## config.mk

```make
export PLATFORM = sky130hd
export DESIGN_NAME = rob_dispatch_arbiter
export DESIGN_NICKNAME = d
export VERILOG_FILES = /design/src/rtl/rob_dispatch_arbiter.sv
export SDC_FILE = /design/constraint.sdc
export NUM_CORES = 1
export LEC_CHECK = 0
export CORE_MARGIN = 2
export CORE_UTILIZATION = 43
export CTS_CLUSTER_SIZE = 12
export DETAILED_ROUTE_END_ITERATION = 8
export GPL_TIMING_DRIVEN = 0
export PLACE_DENSITY_LB_ADDON = 0.1
export SYNTH_ARGS = -nofsm -noshare
export SYNTH_HDL_FRONTEND = slang
export SYNTH_SLANG_ARGS = --single-unit
```

## constraint.sdc

```tcl
create_clock -name i_clk -period 2.2 [get_ports i_clk]
set_clock_uncertainty 0.1 [all_clocks]
set_input_delay 0.22 -clock i_clk [delete_from_list [all_inputs] [get_ports i_clk]]
set_output_delay 0.22 -clock i_clk [all_outputs]
set_load 0.05 [all_outputs]
```

## src/rtl/rob_dispatch_arbiter.sv

```systemverilog
// rob_dispatch_arbiter: two-lane round-robin arbiter feeding a one-entry ROB dispatch register
// with flush and saturating per-lane grant counters.
module rob_dispatch_arbiter #(
    parameter int TYP_W = 2,
    parameter int DST_W = 2,
    parameter int CNT_W = 8
) (
    input  logic             i_clk,
    input  logic             i_rst,
    input  logic             i_req0_valid,
    input  logic [TYP_W-1:0] i_req0_typ,
    input  logic [DST_W-1:0] i_req0_dst,
    output logic             o_req0_ready,
    input  logic             i_req1_valid,
    input  logic [TYP_W-1:0] i_req1_typ,
    input  logic [DST_W-1:0] i_req1_dst,
    output logic             o_req1_ready,
    output logic             o_dq_valid,
    output logic [TYP_W-1:0] o_dq_typ,
    output logic [DST_W-1:0] o_dq_dst,
    input  logic             i_dq_busy,
    input  logic             i_flush,
    output logic             o_last_grant,
    output logic [CNT_W-1:0] o_grant_cnt0,
    output logic [CNT_W-1:0] o_grant_cnt1
);
    logic             valid_q, valid_d, last_q, last_d;
    logic [TYP_W-1:0] typ_q, typ_d;
    logic [DST_W-1:0] dst_q, dst_d;
    logic [CNT_W-1:0] cnt0_q, cnt0_d, cnt1_q, cnt1_d;
    logic             load_ok, g0, g1;

    // Reset gates grants so no handshake is reported during a reset cycle.
    assign load_ok = ~i_rst & ~i_flush & (~valid_q | ~i_dq_busy);
    assign g0 = load_ok & i_req0_valid & (~i_req1_valid | last_q);
    assign g1 = load_ok & i_req1_valid & (~i_req0_valid | ~last_q);

    always_comb begin
        valid_d = i_flush ? 1'b0 : (g0 | g1) ? 1'b1 : (valid_q & ~i_dq_busy) ? 1'b0 : valid_q;
        typ_d   = g0 ? i_req0_typ : g1 ? i_req1_typ : typ_q;
        dst_d   = g0 ? i_req0_dst : g1 ? i_req1_dst : dst_q;
        last_d  = g0 ? 1'b0 : g1 ? 1'b1 : last_q;
        cnt0_d  = (g0 && cnt0_q != '1) ? cnt0_q + 1'b1 : cnt0_q;
        cnt1_d  = (g1 && cnt1_q != '1) ? cnt1_q + 1'b1 : cnt1_q;
    end

    always_ff @(posedge i_clk) begin
        if (i_rst) begin
            valid_q <= 1'b0;
            typ_q   <= '0;
            dst_q   <= '0;
            last_q  <= 1'b1;
            cnt0_q  <= '0;
            cnt1_q  <= '0;
        end else begin
            valid_q <= valid_d;
            typ_q   <= typ_d;
            dst_q   <= dst_d;
            last_q  <= last_d;
            cnt0_q  <= cnt0_d;
            cnt1_q  <= cnt1_d;
        end
    end

    assign o_req0_ready = g0;
    assign o_req1_ready = g1;
    assign o_dq_valid   = valid_q;
    assign o_dq_typ     = typ_q;
    assign o_dq_dst     = dst_q;
    assign o_last_grant = last_q;
    assign o_grant_cnt0 = cnt0_q;
    assign o_grant_cnt1 = cnt1_q;
endmodule

```

==> key figures <==
Global route
  • Grt met1 use: 0.2354
  • Number of global-route vias before repair: 1058
  • Met2 usage in global routing: 0.3724
  • Largest net degree at the start of global routing: 14
  • GRT Max-Usage Layer: met2
  • Met3 Use GR: 0.06111
  • Total track usage: 0.2064
  • Gr ovfl total: 0
  • Initial antenna violation count: 0
  • First-pass GRT wire length: 4.326 mm

Timing
  • Max Fclk: 489.5 MHz
  • Final period util: 0.9287
  • Final Max Tran Viols: 0
  • Tmin final: 2.043 ns
  • Setup repair after global routing missed its margin: false
  • Worst setup margin: 0.1569 ns
  • Setup tns final: 0 ns
  • Worst-Margin Slew: 0.5041 ns
  • Setup violators final: 0
  • Worst rel slew slack: 0.6629
  • Count of final hold-check violations: 0

Hold path
  • Hold Path Class: in2reg

Synth
  • Synth area leaders: dfxtp_1 42%, nand2_1 5.7%, o311ai_0 4.1%, o41ai_1 4.1%, a21oi_1 3.8%
  • Top cell type by total area after synthesis: dfxtp_1
  • Syn_nets: 138
  • Dominant synthesized flop cell: dfxtp_1
  • Count leader, synth: dfxtp_1
  • Post-synth EDFFs: 0
  • Netlist cell types: 30
  • YS warnings: 0
  • Yosys top cell area share: 0.4156
  • Post-Syn Area per Cell: 8.687 um2
  • Cell count after synthesis: 122
  • Async S/R FF share, synth: 0
  • Seq/Total Area, Yosys: 0.4156
  • Most common library cells after synthesis: 22 x dfxtp_1, 16 x nand2_1, 8 x a21oi_1
  • Seq cells post-synth: 22
  • Synthesized cell area: 1060 um2

Floorplanning
  • Die Y: 53.65 um
  • Total I/O pin count: 38
  • Starting Density: 0.4656
  • CORE AREA: 2276 um2
  • Die area: 2878 um2
  • Core Rows: 17
  • Die W: 53.65 um

Setup path
  • Critical Path RT: 1.88 ns
  • Critical path arrival: 1.72 ns
  • CP Launch Type: primary input
  • Worst Setup Path Type: in2out
  • Setup slack, reg-to-reg: 0.34 ns
  • CP max FO: 9
  • CP endpoint kind: primary output

Power
  • Leak: 0.0005251 uW
  • VDD IR max: 0.0005332 V
  • Cell Pwr Density: 562.5 nW/um2

Finish
  • Final Cell Area: 1521 um2
  • Final non-filler cell total: 191
  • Layout cell share with drive strength beyond 1: 0.06748
  • Area grow syn2layout: 43.57%
  • Fin nets: 180
  • ANT cells: 0

CTS
  • Clk buf depth: 2
  • Hold_buf cts: 0
  • CTS Root Cell: clkbuf_4
  • CTS clk-pin slew, worst paths: 0.14 ns
  • Max H-tree Level: 1
  • TritonCTS Sinks: 22
  • Worst-Skew Late Latency: 0.32 ns
  • Cts bufs inserted: 3
  • CTS tree: done

Placed design
  • DP HPWL: 1.899 mm
  • Cell Count Post-Placement: 187
  • Port-buffer cells: 37
  • GPL Wtd Cong: 0.7050
  • Place WS: -0.6989 ns
  • Placed cell area: 1465 um2

Detailed routing
  • WL final: 2.576 mm
  • Initial DRC count: 24
  • Number of nets with antenna violations after routing: 0
  • Per-cell routed wire length: 13.49 um
  • Drt pass-1 iters: 4
  • Vias per cell: 5.796
  • DR vias: 1107
  • Residual DRC count: 0

Flow run
  • Max cap viols: 0

Status
  • Status: finished clean
==> state kept, by name (all words and copies together), names as in the netlist <==
signal / count
o_dq_typ: 2
o_dq_dst: 2
o_grant_cnt1: 8
o_grant_cnt0: 8
o_last_grant: 1
o_dq_valid: 1
==> worst max-delay path, cell delays in order <==
cell and delay (ns):
clkdlybuf4s50_1 0.46, a211oi_4 0.38, nand3_4 0.16, inv_1 0.20, buf_2 0.30
==> layer usage <==
layer  up-vias  wire [um]
met3         4        114
met2        31       1321
met5         -          0
met1       525       1117
li1        547          -
met4         0         22
==> placed cells by master (no fill, tap or decap), drive strengths merged, types with 2 or more instances in the layout <==
cell and count:
nand4 2, a311oi 4, inv 6, clkdlybuf4s50 34, and2 2, o41ai 5
nand2 16, dfxtp 22, nor2 7, clkbuf 7, nand3b 2, o311ai 5
a211oi 2, or4 3, mux2i 3, buf 3, a21oi 8, nand3 8
or3 2, o21ai 5, nor4 3, o31ai 3, ha 2
==> cell families after synthesis <==
family / count (synthesis) / share of synthesized area
compound gates: 33 / 0.2314
fa+ha+maj: 2 / 0.02361
buf+inv: 11 / 0.03896
flops: 22 / 0.4156
mux: 4 / 0.03896
simple gates: 50 / 0.2515
==> worst paths after layout <==
kind / start / endpoint / cells past startpoint
worst max-delay path: i_dq_busy / o_req0_ready / 5
worst min-delay path: i_rst / o_dq_dst[1]$_SDFFE_PP0P_ / 2
worst max register to register: o_dq_valid$_SDFFE_PP0P_ / o_grant_cnt1[7]$_SDFFE_PP0P_ / 4
worst min register to register: o_grant_cnt1[7]$_SDFFE_PP0P_ / o_grant_cnt1[7]$_SDFFE_PP0P_ / 2
==> layout make-up <==
class,count,area [um2]
Fill cell,192,754.5
Multi-Input combinational cell,89,583.1
Sequential cell,22,440.4
Timing Repair Buffer,38,372.9
Tap cell,28,35.03
Clock inverter,1,30.03
Clock buffer,3,22.52
Inverter,6,22.52
Buffer,4,15.01
==> where the power goes <==
group / internal [uW] / switching (uW) / total (uW)
Clock: 184 / 134 / 318
Combinational: 49.7 / 73.5 / 123
Sequential: 407 / 6.96 / 414
Total: 641 / 215 / 856
==> stage by stage <==
stage          total power [uW]  hold WS [ns]  utilization
2_1_floorplan             488.1        0.1921            -
3_3_place_gp              543.1        0.3695       0.6438
3_5_place_dp              545.6        0.3833       0.6438
4_1_cts                   866.5        0.3568       0.6718
5_1_grt                   894.3        0.1938       0.6685
6_report                  855.8        0.1734       0.6685
==> what timing repair did <==
| action | in CTS | in global routing |
|---|---|---|
| pin swaps | 1 | 1 |
| resized for setup | 10 | 3 |
| setup endpoints to repair | 2 | 2 |
| buffers inserted | 1 | 0 |
No activity file was read; power rests on OpenSTA's default activity.
==> RTL edit 1, RTL diff (config.mk and constraints unchanged) <==
The parameter `DST_W` goes from 2 to 3.
--- a/src/rtl/rob_dispatch_arbiter.sv
+++ b/src/rtl/rob_dispatch_arbiter.sv
@@ -2,7 +2,7 @@
 // with flush and saturating per-lane grant counters.
 module rob_dispatch_arbiter #(
     parameter int TYP_W = 2,
-    parameter int DST_W = 2,
+    parameter int DST_W = 3,
     parameter int CNT_W = 8
 ) (
     input  logic             i_clk,
Ports: changed (resized i_req0_dst, i_req1_dst and o_dq_dst); port bits go from 38 to 41. No check against the original RTL was run, so the function may have changed too.
==> RTL edit 1 against the original RTL <==
Power decreased by 10%; synthesized cell count grew 0.82%; wire length is 3.1% higher; non-clock buffer count increased by 4; combinational power up 9.8%; sequential cell count is 1 higher; design area rose by 1.6%; final cell count is 3.7% higher; area after synthesis is 1.5% higher; utilization shrank 3.3 points; sequential power increased by 5%; register-to-register slack worse by 0.02 ns; worst setup slack lost 0.027 ns; critical endpoint is now o_req1_ready.
==> RTL edit 1: results (changes against the original RTL) <==
Global route
  – Met1 GRT Util: 0.248 (+0.0125)
  – Vias in the first global route: 922 (-13%)
  – M3 GR Usage: 0.0417 (-0.0194)
  – Global-route wire length before repair: 3970 um (-8.1%)
  – Total GRT Usage: 0.188 (-0.0185)
  – Global routing usage on met2: 0.303 (-0.0696)
  – Largest net degree at the start of global routing: 13 (-1)

Route
  – Via density: 5.45 (-6.0%)
  – Drt wl/cell: 13.4 um (-0.58%)
  – 1st-iter DRT viols: 15 (-38%)

Power and ir drop
  – Static Leak: 0.560 nW (+6.6%)
  – Peak VDD IR: 0.342 mV (-36%)

Cells and area
  – Final Util: 0.636 (-0.0327)
  – Final #Nets: 187 (+3.9%)
  – Share of layout cells above drive strength 1: 0.0536 (-0.0139)
  – # fillers: 223 (+16%)

STA
  – Slew @ Worst Pin: 0.608 ns (+0.104 ns)

Setup path
  – Setup crit end: o_req1_ready
  – Reg2reg path depth: 5 (+1)
  – Worst-path fanout max: 3 (-6)
  – Critical path arrival: 1.75 ns (+0.03 ns)
  – CP startpoint: i_req1_valid
  – Reg-to-reg slack, setup: 0.32 ns (-0.02 ns)
  – R2r startpoint: o_grant_cnt0[0]
  – RR Endpoint: o_grant_cnt0[5]

Outcome
  – Outcome: completed

Logic synthesis
  – Ys async rst share: 0 (unchanged)
  – Cell variety after synth: 35 (+17%)
  – Syn_nets: 141 (+2.2%)
  – Synth cell count leaders: dfxtp_1, nand2_1, o21ai_0, a21oi_1, nor2_1
  – Post-synthesis sequential area ratio: 0.428 (+0.0123)
  – Synth top area cells: dfxtp_1, nand2_1, o21ai_0

Placement
  – Input/output buffers: 40 (+8.1%)
  – Area after DPL: 1510 um^2 (+3.3%)
  – GPL Wtd Cong: 0.795 (+13%)

CTS
  – CTS Buf Count: 3 (unchanged)
[RTL edit 1: what timing repair did]
| item | 4_1_cts | 5_1_grt |
|---|---|---|
| pin swaps | 0 | 1 |
| setup buffers | 0 | 1 |
| hold buffers | 0 | 0 |
| setup endpoints to repair | 2 | 2 |
| gates resized for setup | 7 | 1 |
[RTL edit 1: critical path: stages]
cell	delay, ns
clkdlybuf4s50_1	0.50
a21boi_0	0.30
and2_1	0.20
dlygate4sd2_1	0.53
[RTL edit 1: worst min path at each step]
stage,endpoint,slack [ns]
3_3_place_gp,o_grant_cnt0[6],0.38
6_report,o_dq_valid,0.18
4_1_cts,o_dq_dst[0],0.35
5_1_grt,o_dq_valid,0.23
2_1_floorplan,o_dq_valid,0.19
3_5_place_dp,o_grant_cnt1[6],0.39
[RTL edit 1: stage by stage]
stage	power (mW)	std cells	setup slack [ns]	TNS (ns)	hold slack (ns)
2_1_floorplan	0.515	123	0.232	0	0.193
3_3_place_gp	0.575	193	-0.560	-0.964	0.376
3_5_place_dp	0.577	193	-0.569	-1.13	0.393
4_1_cts	0.774	197	0.0195	0	0.353
5_1_grt	0.800	198	0.0610	0	0.233
6_report	0.769	198	0.130	0	0.177
[RTL edit 1: kinds of logic (layout without fill, tap and decap cells)]
group	Yosys count	count (layout)	synth area share
and+or+nand+nor	47	47	0.231
AOI/OAI and AO/OA	36	36	0.224
DFF	23	23	0.428
buffers and inverters	9	54	0.0384
muxes	4	4	0.0384
adders and majority gates	2	2	0.0233
xor gates and xnor gates	2	2	0.0163
[RTL edit 1: cell type report]
class	instances	area share
timing repair buffer	41	0.263
multi-input combinational	91	0.371
tap	30	0.0243
buffer	5	0.0170
inverter	4	0.00971
sequential	23	0.298
clock buffer	4	0.0170
[RTL edit 1: routing by layer]
layer  wire (um)  vias up
met5           0        -
met4          35        0
li1            -      552
met1        1280      490
met3         176        4
met2        1170       33
[RTL edit 1: power breakdown]
| part | internal [mW] | total, mW | leakage [nW] | switching, mW |
|---|---|---|---|---|
| logic | 0.0565 | 0.135 | 0.358 | 0.0790 |
| clock network | 0.0709 | 0.200 | 0.0150 | 0.129 |
| registers | 0.427 | 0.433 | 0.187 | 0.00689 |
==> RTL edit 2, RTL diff (config.mk and constraints unchanged) <==
Made on the original files. Reset style: asynchronous (`i_rst`), changed in one clocked block.
--- a/src/rtl/rob_dispatch_arbiter.sv
+++ b/src/rtl/rob_dispatch_arbiter.sv
@@ -44,7 +44,7 @@
         cnt1_d  = (g1 && cnt1_q != '1) ? cnt1_q + 1'b1 : cnt1_q;
     end
 
-    always_ff @(posedge i_clk) begin
+    always_ff @(posedge i_clk or posedge i_rst) begin
         if (i_rst) begin
             valid_q <= 1'b0;
             typ_q   <= '0;
Formal check against the unedited RTL: differs if i_rst is asserted again (counterexample within 4 cycles, from zero or initial values and one cycle with i_rst high); with i_rst held inactive, the same outputs for 10 cycles.
==> RTL edit 2 against the original RTL <==
Worst setup slack improved by 0.017 ns; design area decreased by 3.2%; sequential cell count unchanged; wire length decreased by 18%; global-route usage decreased by 4.6 points; sequential share of layout area increased by 8.5 points; area after synthesis decreased by 4.0%; critical path type is now reg -> out; critical endpoint unchanged.
Power is not compared: it rests on default switching activity, and its combinational part moved more than twofold at a synthesized area within 25%.
==> RTL edit 2: results (changes against the original RTL) <==
Placement
  – Setup WS pre-CTS: -0.500 ns (+0.199 ns)
  – GPL Wtd Cong: 0.786 (+12%)
  – Area after DPL: 1430 um^2 (-2.7%)
  – Post-detail-place hpwl: 1550 um (-18%)

Setup path
  – CP startpoint: o_dq_valid
  – Worst-path fanout max: 8 (-1)

Outcome
  – Outcome: completed

Cells and area
  – Share of layout cells above drive strength 1: 0.115 (+0.0470)
  – Register area: 552 um^2 (+25%)

Logic synthesis
  – Cell variety after synth: 27 (-10%)
  – Synth top area cells: dfrtp_1, xor2_1, nand2_1
  – Synth cell count leaders: dfrtp_1, nand2_1, xor2_1, and3_1, a22oi_1
  – Compound-Gate Fraction of Synth Area: 0.125 (-0.106)
  – Post-Synth XOR/XNOR Area: 0.103 (+0.103)
  – Most common flop cell mapped by yosys: dfrtp_1
  – Ys async rst share: 1.00 (+1.00)
  – Post-synthesis sequential area ratio: 0.542 (+0.127)

Global route
  – Vias in the first global route: 761 (-28%)
  – Largest net degree at the start of global routing: 24 (+10)
  – Met1 GRT Util: 0.227 (-0.00804)
  – Total GRT Usage: 0.160 (-0.0461)
  – M3 GR Usage: 0.0400 (-0.0211)

STA
  – Slew @ Worst Pin: 0.842 ns (+0.338 ns)

Hold path
  – Worst hold path class: in -> async

CTS
  – Worst-Skew Late Latency: 0.30 ns (-0.02 ns)
  – Postcts setup bufs: 0 (-1)

Route
  – 1st-iter DRT viols: 6 (-75%)

Floorplanning
  – Core region area: 2230 um^2 (-1.9%)
-- RTL edit 2: cell types whose count changed after synthesis, sizes merged, moves of 5 or more --
cell    change
dfrtp      +21
o311ai      -5
dfxtp      -22
nand3       -5
xor2        +9
a21oi       -5
clkbuf      -5
nor2        -5
o41ai       -5
-- RTL edit 2: per-layer routing --
layer	wire (um)	vias up	part of all wire
met2	947	21	0.45
li1	-	409	-
met3	138	2	0.065
met5	0	-	0
met1	1000	411	0.48
met4	17	0	0.0081
-- RTL edit 2: kinds of logic (layout without fill, tap and decap cells) --
logic type	after synthesis	after routing
multiplexers	2	2
AO/OA/AOI/OAI	16	16
buffers and inverters	2	43
adder cells (fa/ha/maj)	2	2
AND/OR/NAND/NOR	34	34
flip-flops	22	22
XOR/XNOR	12	12
-- RTL edit 2: metrics by stage --
| stage | hold slack, ns | cells | setup TNS, ns |
|---|---|---|---|
| 3_3_place_gp | 0.361 | 155 | -0.797 |
| 5_1_grt | 0.408 | 159 | 0 |
| 2_1_floorplan | 0.114 | 90 | 0 |
| 3_5_place_dp | 0.363 | 155 | -0.831 |
| 6_report | 0.368 | 159 | 0 |
| 4_1_cts | 0.364 | 159 | 0 |
-- RTL edit 2: final timing paths --
| kind | to | cells past startpoint | slack [ns] |
|---|---|---|---|
| worst min-delay path | o_dq_valid | 2 | 0.37 |
| max in group asynchronous | o_grant_cnt0[1] | 2 | 1.12 |
| min in group i_clk | o_dq_dst[1] | 2 | 0.38 |
| worst max register to register | o_grant_cnt1[1] | 4 | 0.24 |
| worst min register to register | o_dq_dst[1] | 2 | 0.38 |
| worst max-delay path | o_req0_ready | 4 | 0.17 |
-- RTL edit 2: cell type report --
class                           count  share of cell area
Inverter                            2             0.00510
Timing Repair Buffer               37               0.249
Clock buffer                        4              0.0246
Multi-Input combinational cell     66               0.323
Sequential cell                    22               0.375
Tap cell                           28              0.0238
-- RTL edit 2: worst max-delay path, cell delays in order (launching register included) --
cell      delay [ns]
dfrtp_1         0.43
a211oi_2        0.25
nand3_2         0.21
inv_1           0.21
buf_2           0.30
-- RTL edit 2: repair_timing --
action,CTS,global route
gates resized for setup,9,2
pin swaps,0,0
endpoints found under the setup margin,2,1
-- RTL edit 2: power breakdown --
part / internal, mW / switching (mW) / total (mW)
sequential: 0.502 / 0.104 / 0.606
clock: 0.101 / 0.116 / 0.216
combinational: 0.260 / 0.469 / 0.730
total: 0.863 / 0.689 / 1.55
